==> src/rtl/tx_seq_pkg_1553.sv <==
// Shared types, entry field layout and helpers for the 1553 transmit word sequencer.
package tx_seq_pkg_1553;

    localparam int WORD_W    = 18;
    localparam int CSW_BIT   = 17;
    localparam int DW_BIT    = 16;
    localparam int DWORD_MSB = 15;

    typedef enum logic [2:0] {
        IDLE      = 3'd0,
        LOAD      = 3'd1,
        WAIT_BUSY = 3'd2,
        WAIT_DONE = 3'd3,
        GAP       = 3'd4
    } seq_state_t;

    // An entry can be launched only when exactly one sync type is selected.
    function automatic logic entry_valid(input logic [WORD_W-1:0] entry);
        return entry[CSW_BIT] ^ entry[DW_BIT];
    endfunction

endpackage

==> src/rtl/sync_fifo_1553.sv <==
// Show-ahead synchronous FIFO holding queued 1553 word entries.
// Pointers carry an extra wrap bit so full and empty are told apart without a counter.
module sync_fifo_1553
    import tx_seq_pkg_1553::*;
#(
    parameter int DEPTH = 16,
    parameter int AW    = 4
) (
    input  logic              clk,
    input  logic              rst_n,
    input  logic              push,
    input  logic [WORD_W-1:0] push_data,
    input  logic              pop,
    output logic [WORD_W-1:0] head,
    output logic              full,
    output logic              empty,
    output logic [AW:0]       level,
    output logic              overflow
);

    logic [WORD_W-1:0] mem [DEPTH];
    logic [AW:0]       wr_ptr;
    logic [AW:0]       rd_ptr;
    logic              push_ok;
    logic              pop_ok;

    assign full     = (wr_ptr[AW] != rd_ptr[AW]) && (wr_ptr[AW-1:0] == rd_ptr[AW-1:0]);
    assign empty    = (wr_ptr == rd_ptr);
    assign level    = wr_ptr - rd_ptr;
    assign push_ok  = push && !full;
    assign pop_ok   = pop && !empty;
    assign overflow = push && full;
    assign head     = mem[rd_ptr[AW-1:0]];

    // Advance the pointers; a push while full is rejected even if a pop happens in the same cycle.
    always_ff @(posedge clk or negedge rst_n) begin
        if (!rst_n) begin
            wr_ptr <= '0;
            rd_ptr <= '0;
        end else begin
            if (push_ok) begin
                wr_ptr <= wr_ptr + 1'b1;
            end
            if (pop_ok) begin
                rd_ptr <= rd_ptr + 1'b1;
            end
        end
    end

    // Storage array; contents need no reset because the pointers define what is valid.
    always_ff @(posedge clk) begin
        if (push_ok) begin
            mem[wr_ptr[AW-1:0]] <= push_data;
        end
    end

endmodule

==> src/rtl/tx_word_sequencer_1553.sv <==
// Feeds queued 1553 words to the encoder one strobe at a time, waits for the
// encoder's busy handshake, and inserts the intermessage gap before a new
// command/status word that follows a completed word.
module tx_word_sequencer_1553
    import tx_seq_pkg_1553::*;
#(
    parameter int DEPTH      = 16,
    parameter int AW         = 4,
    parameter int GAP_CYCLES = 8,
    parameter int BUSY_TO    = 4
) (
    input  logic              enc_clk,
    input  logic              rst_n,
    input  logic              enable,
    input  logic              wr_en,
    input  logic [WORD_W-1:0] wr_data,
    output logic              full,
    output logic              empty,
    output logic [AW:0]       level,
    output logic [15:0]       tx_dword,
    output logic              tx_csw,
    output logic              tx_dw,
    input  logic              tx_busy,
    output logic              seq_busy,
    output logic              err
);

    localparam int CNT_W = 8;
    localparam logic [CNT_W-1:0] GAP_LAST  = CNT_W'(GAP_CYCLES - 1);
    localparam logic [CNT_W-1:0] BUSY_LAST = CNT_W'(BUSY_TO - 1);

    seq_state_t         state;
    logic [WORD_W-1:0]  head;
    logic               head_csw;
    logic               head_dw;
    logic               pop;
    logic               overflow;
    logic               invalid_drop;
    logic               busy_timeout;
    logic               gap_pending;
    logic               busy_q;
    logic [CNT_W-1:0]   gap_cnt;
    logic [CNT_W-1:0]   busy_cnt;
    logic [15:0]        held_dword;

    sync_fifo_1553 #(
        .DEPTH (DEPTH),
        .AW    (AW)
    ) u_fifo (
        .clk       (enc_clk),
        .rst_n     (rst_n),
        .push      (wr_en),
        .push_data (wr_data),
        .pop       (pop),
        .head      (head),
        .full      (full),
        .empty     (empty),
        .level     (level),
        .overflow  (overflow)
    );

    assign head_csw     = head[CSW_BIT];
    assign head_dw      = head[DW_BIT];
    assign pop          = (state == IDLE) && enable && !empty && !tx_busy;
    assign invalid_drop = pop && !entry_valid(head);
    assign busy_timeout = (state == WAIT_BUSY) && !tx_busy && (busy_cnt == BUSY_LAST);
    assign seq_busy     = (state != IDLE);

    // Previous tx_busy sample, used to see the encoder finishing a word.
    always_ff @(posedge enc_clk or negedge rst_n) begin
        if (!rst_n) begin
            busy_q <= 1'b0;
        end else begin
            busy_q <= tx_busy;
        end
    end

    // Sequencer FSM with registered strobe, word and error outputs.
    always_ff @(posedge enc_clk or negedge rst_n) begin
        if (!rst_n) begin
            state       <= IDLE;
            gap_pending <= 1'b0;
            gap_cnt     <= '0;
            busy_cnt    <= '0;
            held_dword  <= '0;
            tx_dword    <= '0;
            tx_csw      <= 1'b0;
            tx_dw       <= 1'b0;
            err         <= 1'b0;
        end else begin
            tx_dword <= '0;
            tx_csw   <= 1'b0;
            tx_dw    <= 1'b0;
            err      <= overflow | invalid_drop | busy_timeout;

            case (state)
                IDLE: begin
                    if (pop && entry_valid(head)) begin
                        held_dword <= head[DWORD_MSB:0];
                        if (head_csw && gap_pending) begin
                            state       <= GAP;
                            gap_cnt     <= '0;
                            gap_pending <= 1'b0;
                        end else begin
                            state    <= LOAD;
                            busy_cnt <= '0;
                            tx_dword <= head[DWORD_MSB:0];
                            tx_csw   <= head_csw;
                            tx_dw    <= head_dw;
                            if (head_dw) begin
                                gap_pending <= 1'b0;
                            end
                        end
                    end
                end

                GAP: begin
                    if (gap_cnt == GAP_LAST) begin
                        state    <= LOAD;
                        busy_cnt <= '0;
                        tx_dword <= held_dword;
                        tx_csw   <= 1'b1;
                    end else begin
                        gap_cnt <= gap_cnt + 1'b1;
                    end
                end

                LOAD: begin
                    state    <= WAIT_BUSY;
                    busy_cnt <= busy_cnt + 1'b1;
                end

                WAIT_BUSY: begin
                    if (tx_busy) begin
                        state <= WAIT_DONE;
                    end else if (busy_cnt == BUSY_LAST) begin
                        state <= IDLE;
                    end else begin
                        busy_cnt <= busy_cnt + 1'b1;
                    end
                end

                WAIT_DONE: begin
                    if (busy_q && !tx_busy) begin
                        state       <= IDLE;
                        gap_pending <= 1'b1;
                    end
                end

                default: begin
                    state <= IDLE;
                end
            endcase
        end
    end

endmodule

==> config.mk <==
export PLATFORM = sky130hd
export DESIGN_NAME = tx_word_sequencer_1553
export DESIGN_NICKNAME = d
export VERILOG_FILES = /design/src/rtl/tx_seq_pkg_1553.sv /design/src/rtl/sync_fifo_1553.sv /design/src/rtl/tx_word_sequencer_1553.sv
export SDC_FILE = /design/constraint.sdc
export NUM_CORES = 1
export LEC_CHECK = 0
export ABC_AREA = 1
export CORE_ASPECT_RATIO = 1.25
export CORE_MARGIN = 5
export CORE_UTILIZATION = 45
export CTS_CLUSTER_DIAMETER = 200
export CTS_CLUSTER_SIZE = 24
export DETAILED_ROUTE_END_ITERATION = 12
export MAX_ROUTING_LAYER = met4
export PLACE_DENSITY = 0.59
export SYNTH_ARGS = -nofsm -noshare
export SYNTH_HDL_FRONTEND = slang
export SYNTH_HIERARCHICAL = 1
export SYNTH_SLANG_ARGS = --single-unit
==> constraint.sdc <==
create_clock -name enc_clk -period 8.9 [get_ports enc_clk]
set_input_delay 2.67 -clock enc_clk [delete_from_list [all_inputs] [get_ports enc_clk]]
set_output_delay 2.67 -clock enc_clk [all_outputs]
set_load 0.02 [all_outputs]
==> results_dict.tcl <==
set metrics [dict create \
    result_of_the_run "finished, final reports clean" \
    hold_path_class "reg -> reg" \
    grt_max_degree 74 \
    cts.reportedPaths.clkPinSlew_ps 100 \
    finalSetupViolations 0 \
    post_cts_buffers 0 \
    area_growth_pct 9.00 \
    slowest_stage "clkdlybuf4s50_1" \
    postCtsResizedCells 0 \
    number_of_global_route_vias_before_repair 9843 \
    fin_worst_skew_ps 12.5 \
    placed_area_um2 17000 \
    critical_path.cell_chain "buf_4 -> clkinv_1 -> buf_4 -> ha_1 -> nand2_1 -> nor2_1 -> nand2_1 -> inv_1 -> clkdlybuf4s50_1" \
    clk-insertion-delay-late_ps 520 \
    timing.hold.worst_path_depth 2 \
    port_buffers 49 \
    seq_power_share 0.427 \
    max_cap_violations 0 \
    fp.coreArea_um2 35400 \
    syn-cell-area_um2 16100 \
    worst_path_largest_cell_delay_ps 610 \
    dieArea_um2 39600 \
    grt_antenna_before_repair 0 \
    synth_top_cell_by_area "edfxtp_1" \
    worst-r2r-cell-count 17 \
    timing.slew.headroom 0.196 \
    netlist_instances 1669 \
    fin_worst_hold_slack_ps 486 \
    power_frac_clock 0.179 \
    average_wire_per_standard_cell_um 15.5 \
    post-route-period-util 0.643 \
    drive_above_1_share 0.0482 \
    combinationalPowerShare 0.394 \
    power.ir.vdd_worst_mv 0.114 \
    achievable-frequency_mhz 175 \
    vias_per_cell 4.81 \
    element_type_at_the_critical_path_start "register" \
    syn_nets 1704 \
    diodes 0 \
    final.setup.tns_ps 0 \
    htree_levels 1 \
    drc 0 \
    unique_masters_post_synth 33 \
    maxSlewViolCount 0 \
    final_common_cell "nand2_1" \
    syn_avg_cell_area_um2 9.62 \
    dr.first_iter.drc_count 873 \
    cts_inserted_buffers 18 \
    total_power_mw 4.99 \
    tightest_slew_ps 1210 \
    firstDrtPassIters 5 \
    grt_busiest_layer "met2" \
    p_leak_nw 7.82 \
    layout.cells.most_common_list "nand2_1 (562), inv_1 (324), edfxtp_1 (288)" \
    cts-hold-fix-buffers 0 \
    grt_pass1_wl_um 54200 \
    worst_path_arrival_ps 3050 \
    timing.critical_path.required_ps 6230 \
    die_h_um 221 \
    routabilityCongestion 0.830 \
    finish.utilization 0.495 \
    drt.antenna.violating_nets 0 \
    worst_setup_path_end_kind "output port" \
    criticalPathCategory "reg -> out" \
    synth.ff_latch_count 354 \
    grt_use_met1 0.249 \
    stdcell_area_um2 17500 \
    totalWireLength_um 33800 \
    globalRouteOverflowTotal 0 \
    grt_use_met2 0.288 \
    synth_seq_area_share 0.642 \
    crit_fanout 24 \
    cts-root-to-sink-buffers 3 \
    final.min_clock_period_ps 5720 \
    clockRootBuffer "clkbuf_16" \
    rows 77 \
    grt_setup_unrepaired "false" \
    die_width_um 179 \
    finish.net_count 1725 \
    tritoncts "done" \
    start_util 0.454 \
    netSwitchingFraction 0.390 \
    track_usage 0.178 \
    routed-via-count 10500 \
    i_o_pin_total 50 \
    dp_hpwl_um 21900 \
    clkSinkCount 354 \
    final_hold_viol_count 0 \
    synth_top_cells_by_area "edfxtp_1 (54%), nand2_1 (13%), dfrtp_1 (10%), inv_1 (7.6%), nand3_1 (6.4%)" \
    p_int_mw 3.04 \
    yosysWarningCount 6 \
    netSwitchingPower_mw 1.95 \
    global_route_met3_utilization 0.0147 \
    pwr_density_cell_nw_per_um2 285 \
    synth_largest_type_area_fraction 0.539 \
]
## routing by layer
| layer | share of wire | wire (um) | vias to the layer above |
|---|---|---|---|
| met2 | 0.49 | 16600 | 196 |
| met1 | 0.46 | 15400 | 4970 |
| met4 | 0.015 | 505 | 0 |
| met3 | 0.039 | 1330 | 27 |
| li1 | - | - | 5283 |
| met5 | 0 | 0 | - |
## power by group through the flow
stage          sequential (mW)  combinational [mW]  clock (mW)
2_1_floorplan             2.15                1.39           0
3_3_place_gp              2.16                1.96           0
3_5_place_dp              2.17                1.98           0
4_1_cts                   2.13                1.99       0.925
5_1_grt                   2.15                2.22       0.997
6_report                  2.13                1.97       0.892
## state kept, by name (all words and copies together), names as in the netlist, 3 cells and up
name,cells
u_fifo/mem,288
held_dword,16
gap_cnt,8
tx_dword,16
u_fifo/rd_ptr,5
u_fifo/wr_ptr,5
busy_cnt,8
state,3
## worst paths after layout
path	slack, ps	endpoint	from
max in group asynchronous	5930	u_fifo/rd_ptr[0]	rst_n
worst max-delay path	3180	empty	u_fifo/rd_ptr[2]
worst min register to register	490	tx_dword[3]	held_dword[3]
min in group asynchronous	2330	gap_cnt[6]	rst_n
worst min-delay path	490	tx_dword[3]	held_dword[3]
worst max register to register	4780	gap_cnt[7]	u_fifo/rd_ptr[0]
## per-stage QoR
step,worst slack (ps),instances
after floorplan,4500,1669
after global placement,3730,2144
after detailed placement,3720,2144
after CTS,3130,2176
after global routing,2970,2176
final,3180,2176
## cells in the mapped netlist (all sizes together)
master  number
nor2        52
nand2      569
edfxtp     288
fa           1
clkbuf      17
xor2        14
nor3         1
dfrtp       66
xnor2        6
a21boi       1
o31ai       18
nand4        5
clkinv       3
nand3b       1
nand3      205
ha          11
a31oi        2
o21ai       30
inv        328
buf         45
a21oi        6
## final cells by class
class	count	area, um2
clock buffers	31	520
clock inverters	1	8.76
fillers	3216	17900
inverters	331	1240
multi-input cells	922	4230
flip-flops and latches	354	10300
well taps	474	593
repair buffers	63	591
## worst max-delay path, delay by kind of cell, from the launching register on
| kind | cells | cell delay, ps |
|---|---|---|
| AND/OR/NAND/NOR | 3 | 370 |
| buffers and inverters | 5 | 1370 |
| adder cells (fa/ha/maj) | 1 | 420 |
| flip-flops | 1 | 340 |
## cell families after synthesis
kind of cell    after synthesis  share of synthesized area
simple gates                833                      0.218
buf+inv                     393                     0.0970
flops                       354                      0.642
compound gates               57                     0.0225
xor+xnor                     20                     0.0114
fa+ha+maj                    12                    0.00982
No activity file was read; power rests on OpenSTA's default activity.
==> RTL edit 1: new RTL, same settings <==
`CNT_W`: 8 -> 12.
--- a/src/rtl/tx_word_sequencer_1553.sv
+++ b/src/rtl/tx_word_sequencer_1553.sv
@@ -27,3 +27,3 @@
 
-    localparam int CNT_W = 8;
+    localparam int CNT_W = 12;
     localparam logic [CNT_W-1:0] GAP_LAST  = CNT_W'(GAP_CYCLES - 1);
Behaviour: same outputs for any inputs over 4 cycles, from zero or initial values and one cycle with rst_n low; that may be too few to reach the edited logic, so the function may still have changed.
==> RTL edit 1 against the unedited design <==
Clock skew grew 0.016 ns. Design area grew 3.8%. Non-clock buffer count grew 2. Worst setup slack lost 0.34 ns. Sequential cell count grew 8. First-iteration DRC count shrank 1.4%. Worst hold slack gained 0.0049 ns. Routed wire length grew 8.8%. Largest cell class unchanged. Total power grew 5.3%. Count of clock-buffer cells in the layout grew 1. Synthesized area grew 4.0%.
==> RTL edit 1: results (changes against the unedited design) <==
Vias in the first global route -> 11,000 (was 9,843)
Weighted congestion reported at the end of routability-driven placement -> 0.8328 (was 0.8304)
Register area share after synthesis -> 0.6288 (was 0.6417)
Hold Path Origin -> held_dword[6] (was held_dword[3])
IO Port Bufs -> 49 (unchanged)
Cell area after placement -> 17,600 um2 (was 16,970 um2)
Most frequent cells after synthesis -> sky130_fd_sc_hd__nand2_1, sky130_fd_sc_hd__inv_1, sky130_fd_sc_hd__edfxtp_1, sky130_fd_sc_hd__nand3_1, sky130_fd_sc_hd__dfrtp_1 (unchanged)
Number of fill cells -> 3,443 (was 3,216)
Reg power frac -> 0.420 (was 0.427)
Total wire length after detailed routing -> 36,770 um (was 33,800 um)
Worst Skew -> 0.02863 ns (was 0.01252 ns)
Result of the run -> completed (unchanged)
GRT Resource Usage Total -> 0.1840 (was 0.1778)
Static leakage -> 8.072 nW (was 7.816 nW)
Cell types occupying the most area after synthesis -> sky130_fd_sc_hd__edfxtp_1, sky130_fd_sc_hd__nand2_1, sky130_fd_sc_hd__dfrtp_1, sky130_fd_sc_hd__inv_1, sky130_fd_sc_hd__nand3_1 (unchanged)
First-pass GRT wire length -> 59,060 um (was 54,210 um)
Reg-to-reg startpoint -> u_fifo/rd_ptr[0] (unchanged)
Hold worst-path end -> held_dword[6] (was tx_dword[3])
Proportion of synthesized flip-flops having asynchronous set or reset -> 0.2044 (was 0.1864)
Critical-path maximum fanout -> 42 (was 24)
Flip-flop count of the largest register, all copies and words added -> 288 (unchanged)
Peak supply drop -> 0.0001353 V (was 0.0001139 V)
Yosys cell types -> 36 (was 33)
Power consumed by combinational cells -> 2.10 mW (was 1.97 mW)
Average cell area after synthesis -> 9.509 um2 (was 9.618 um2)
Routed length on met2 -> 18,520 um (was 16,560 um)
Crit path arrival time -> 3.39 ns (was 3.05 ns)
Internal power contribution -> 3.122 mW (was 3.040 mW)
First-pass detailed-route iteration total -> 7 (was 5)
Setup slack on the worst flop-to-flop path -> 4.60 ns (was 4.78 ns)
HPWL after detailed placement -> 23,120 um (was 21,860 um)
Largest net degree at the start of global routing -> 64 (was 74)
Wl on met1 -> 16,330 um (was 15,400 um)
Final net count -> 1,807 (was 1,725)
Share of layout cells above drive strength 1 -> 0.04594 (was 0.04818)
Final-layout setup total negative slack -> 0 ns (unchanged)
Final cell count without fillers -> 2,271 (was 2,176)
Storage element area -> 10,510 um2 (was 10,300 um2)
Vias per std cell -> 4.910 (was 4.814)
Relative max-transition margin -> 0.1877 (was 0.1956)
Antenna Cells -> 0 (unchanged)
[RTL edit 1: changes by cell type after synthesis, sizes merged, moves of 3 or more]
cell,change
nor2,+11
inv,+10
buf,+6
dfrtp,+8
nand3,+6
nand4,+22
xor2,+3
nor3,+5
o21bai,+13
[RTL edit 1: through the flow]
step                hold WS (ns)  worst slack, ns  power, mW
floorplan                 0.4536            4.499      3.728
detailed placement        0.4738            3.409      4.358
global placement          0.4661            3.435      4.337
global route              0.5114            2.654      5.637
finish                    0.4913            2.837      5.252
CTS                       0.4975            2.808      5.311
[RTL edit 1: layout make-up]
class | count | share of cell area
flip-flops and latches | 362 | 0.5784
repair buffers | 65 | 0.03348
clock inverters | 2 | 0.002136
multi-input cells | 984 | 0.2532
inverters | 340 | 0.07041
clock buffers | 32 | 0.02887
well taps | 486 | 0.03348
[RTL edit 1: cells by family after synthesis]
group | synth area share
AOI/OAI and AO/OA | 0.02578
xor gates and xnor gates | 0.01304
adders and majority gates | 0.009442
buffers and inverters | 0.09816
DFF | 0.6288
and+or+nand+nor | 0.2247
[RTL edit 1: routing by layer]
layer | up-vias | GRT usage
met3 | 30 | 0.01695
met1 | 5310 | 0.2430
met2 | 222 | 0.3169
met5 | - | -
met4 | 0 | 0.03294
li1 | 5589 | -
[RTL edit 1: how the worst max path moves through the flow]
stage                           startpoint        to  slack, ns  cells after the start
after floorplan           u_fifo/rd_ptr[2]  level[3]       4.50                      7
after global routing      u_fifo/rd_ptr[1]     empty       2.65                      8
after global placement    u_fifo/rd_ptr[1]     empty       3.44                      8
final                     u_fifo/rd_ptr[1]     empty       2.84                      8
after CTS                 u_fifo/rd_ptr[1]     empty       2.81                      8
after detailed placement  u_fifo/rd_ptr[1]     empty       3.41                      8
==> RTL edit 2: new RTL, same settings <==
Made on the original files. The 5 states of `seq_state_t` get a one-hot encoding in 5 bits.
--- a/src/rtl/tx_seq_pkg_1553.sv
+++ b/src/rtl/tx_seq_pkg_1553.sv
@@ -8,8 +8,8 @@
 
-    typedef enum logic [2:0] {
-        IDLE      = 3'd0,
-        LOAD      = 3'd1,
-        WAIT_BUSY = 3'd2,
-        WAIT_DONE = 3'd3,
-        GAP       = 3'd4
+    typedef enum logic [4:0] {
+        IDLE      = 5'b00001,
+        LOAD      = 5'b00010,
+        WAIT_BUSY = 5'b00100,
+        WAIT_DONE = 5'b01000,
+        GAP       = 5'b10000
     } seq_state_t;
Function: no difference found for any inputs over 4 cycles, from zero or initial values and one cycle with rst_n low; so few cycles prove little.
==> RTL edit 2 against the unedited design <==
Total power fell by 0.82%. Design area fell by 0.45%. Sequential cell count rose by 2. Maximum frequency rose by 1.1%. Worst hold slack improved by 0.022 ns. Synthesized area fell by 0.60%. Routed wire length rose by 1.7%. Worst setup slack improved by 0.064 ns. Critical path type unchanged. Largest power group unchanged.
==> RTL edit 2: results (changes against the unedited design) <==
Result of the run -> completed (unchanged)
Met1 usage in global routing -> 0.2376 (was 0.2491)
Peak supply drop -> 0.0001335 V (was 0.0001139 V)
Routed length on met2 -> 16,760 um (was 16,560 um)
Warnings, synthesis -> 6 (unchanged)
Met2 capacity usage during global routing -> 0.3014 (was 0.2879)
Weighted congestion reported at the end of routability-driven placement -> 0.8816 (was 0.8304)
Power Dens Cells -> 284.0 nW/um2 (was 285.1 nW/um2)
Transition at the pin with the smallest max-transition slack -> 1.262 ns (was 1.205 ns)
Proportion of synthesized flip-flops having asynchronous set or reset -> 0.1910 (was 0.1864)
Leading register cell type out of synthesis -> sky130_fd_sc_hd__edfxtp_1 (unchanged)
Total wire length after detailed routing -> 34,370 um (was 33,800 um)
Wl on met1 -> 15,470 um (was 15,400 um)
Vias in the first global route -> 9,819 (was 9,843)
Register area share after synthesis -> 0.6488 (was 0.6417)
Cell area after placement -> 16,870 um2 (was 16,970 um2)
Initial antenna violation count -> 0 (unchanged)
Final net count -> 1,686 (was 1,725)
HPWL after detailed placement -> 21,500 um (was 21,860 um)
Share of layout cells above drive strength 1 -> 0.05051 (was 0.04818)
Average cell area after synthesis -> 9.783 um2 (was 9.618 um2)
GRT Resource Usage Total -> 0.1800 (was 0.1778)
Worst Skew -> 0.01263 ns (was 0.01252 ns)
CTS H-tree depth -> 1 (unchanged)
Static leakage -> 7.739 nW (was 7.816 nW)
Crit path arrival time -> 2.99 ns (was 3.05 ns)
Cell types occupying the most area after synthesis -> sky130_fd_sc_hd__edfxtp_1, sky130_fd_sc_hd__nand2_1, sky130_fd_sc_hd__dfrtp_1, sky130_fd_sc_hd__inv_1, sky130_fd_sc_hd__nand3_1 (unchanged)
Post-CTS clock slew at the launch and capture registers of the worst setup and hold paths -> 0.10 ns (about the same)
Yosys cell types -> 35 (was 33)
Largest net degree at the start of global routing -> 78 (was 74)
Most frequent cells after synthesis -> sky130_fd_sc_hd__nand2_1, sky130_fd_sc_hd__inv_1, sky130_fd_sc_hd__edfxtp_1, sky130_fd_sc_hd__nand3_1, sky130_fd_sc_hd__dfrtp_1 (unchanged)
Part of the cycle the worst path needs -> 0.6355 (was 0.6427)
Number of fill cells -> 3,225 (was 3,216)
Final cell count without fillers -> 2,137 (was 2,176)
Overall via count from detail_route -> 10,351 (was 10,476)
Met3 global-route usage -> 0.02614 (was 0.01468)
Met3 Routed Length -> 1676 um (was 1332 um)
-- RTL edit 2: changes by cell type after synthesis, moves of 8 or more --
cell,delta
sky130_fd_sc_hd__nand2_1,-32
sky130_fd_sc_hd__o31ai_1,-18
sky130_fd_sc_hd__o21ai_0,+12
sky130_fd_sc_hd__o22ai_2,+9
sky130_fd_sc_hd__inv_1,-8
sky130_fd_sc_hd__nand3_1,-8
-- RTL edit 2: cell families (layout without fill, tap and decap cells) --
family / count (synthesis) / in the layout / synth area share
xor gates and xnor gates: 19 / 19 / 0.01090
buffers and inverters: 385 / 417 / 0.09497
DFF: 356 / 356 / 0.6488
AOI/OAI and AO/OA: 59 / 59 / 0.02368
and+or+nand+nor: 800 / 800 / 0.2118
adders and majority gates: 12 / 12 / 0.009881
-- RTL edit 2: path summary, 6_finish.rpt --
check | slack, ns | to | cells after the start | startpoint
hold reg to reg | 0.51 | gap_pending | 2 | gap_pending
setup reg to reg | 5.14 | tx_dword[9] | 16 | u_fifo/rd_ptr[0]
max in group asynchronous | 5.92 | u_fifo/rd_ptr[0] | 2 | rst_n
min in group asynchronous | 2.32 | gap_cnt[3] | 2 | rst_n
hold / removal | 0.51 | gap_pending | 2 | gap_pending
setup / recovery | 3.24 | empty | 9 | u_fifo/rd_ptr[2]
-- RTL edit 2: through the flow --
step | hold slack [ns] | setup slack [ns] | utilization
3_3_place_gp | 0.4886 | 3.787 | 0.4785
5_1_grt | 0.5382 | 3.023 | 0.4940
6_report | 0.5088 | 3.244 | 0.4940
2_1_floorplan | 0.4627 | 4.499 | -
3_5_place_dp | 0.4932 | 3.775 | 0.4785
4_1_cts | 0.5145 | 3.195 | 0.4940
-- RTL edit 2: final cells by class --
class | count | area (um2) | share of cell area
multi-input cells | 890 | 4129 | 0.2371
well taps | 474 | 593.1 | 0.03405
inverters | 324 | 1219 | 0.06997
clock buffers | 32 | 545.5 | 0.03132
flip-flops and latches | 356 | 10360 | 0.5946
repair buffers | 61 | 575.6 | 0.03304
-- RTL edit 2: report_power, final --
| group | total, mW | internal, mW | switching, mW |
|---|---|---|---|
| registers | 2.15 | 2.03 | 0.116 |
| clock network | 0.926 | 0.422 | 0.504 |
| logic | 1.88 | 0.580 | 1.30 |
| total | 4.95 | 3.03 | 1.92 |
-- RTL edit 2: worst max-delay path, cell delays in order (launching register included) --
cell                              delay (ns)
sky130_fd_sc_hd__dfrtp_1                0.33
sky130_fd_sc_hd__buf_4                  0.30
sky130_fd_sc_hd__clkinv_1               0.10
sky130_fd_sc_hd__buf_4                  0.22
sky130_fd_sc_hd__ha_1                   0.41
sky130_fd_sc_hd__nand2_1                0.08
sky130_fd_sc_hd__nor2_1                 0.14
sky130_fd_sc_hd__nand2_1                0.13
sky130_fd_sc_hd__inv_1                  0.11
sky130_fd_sc_hd__clkdlybuf4s50_1        0.61
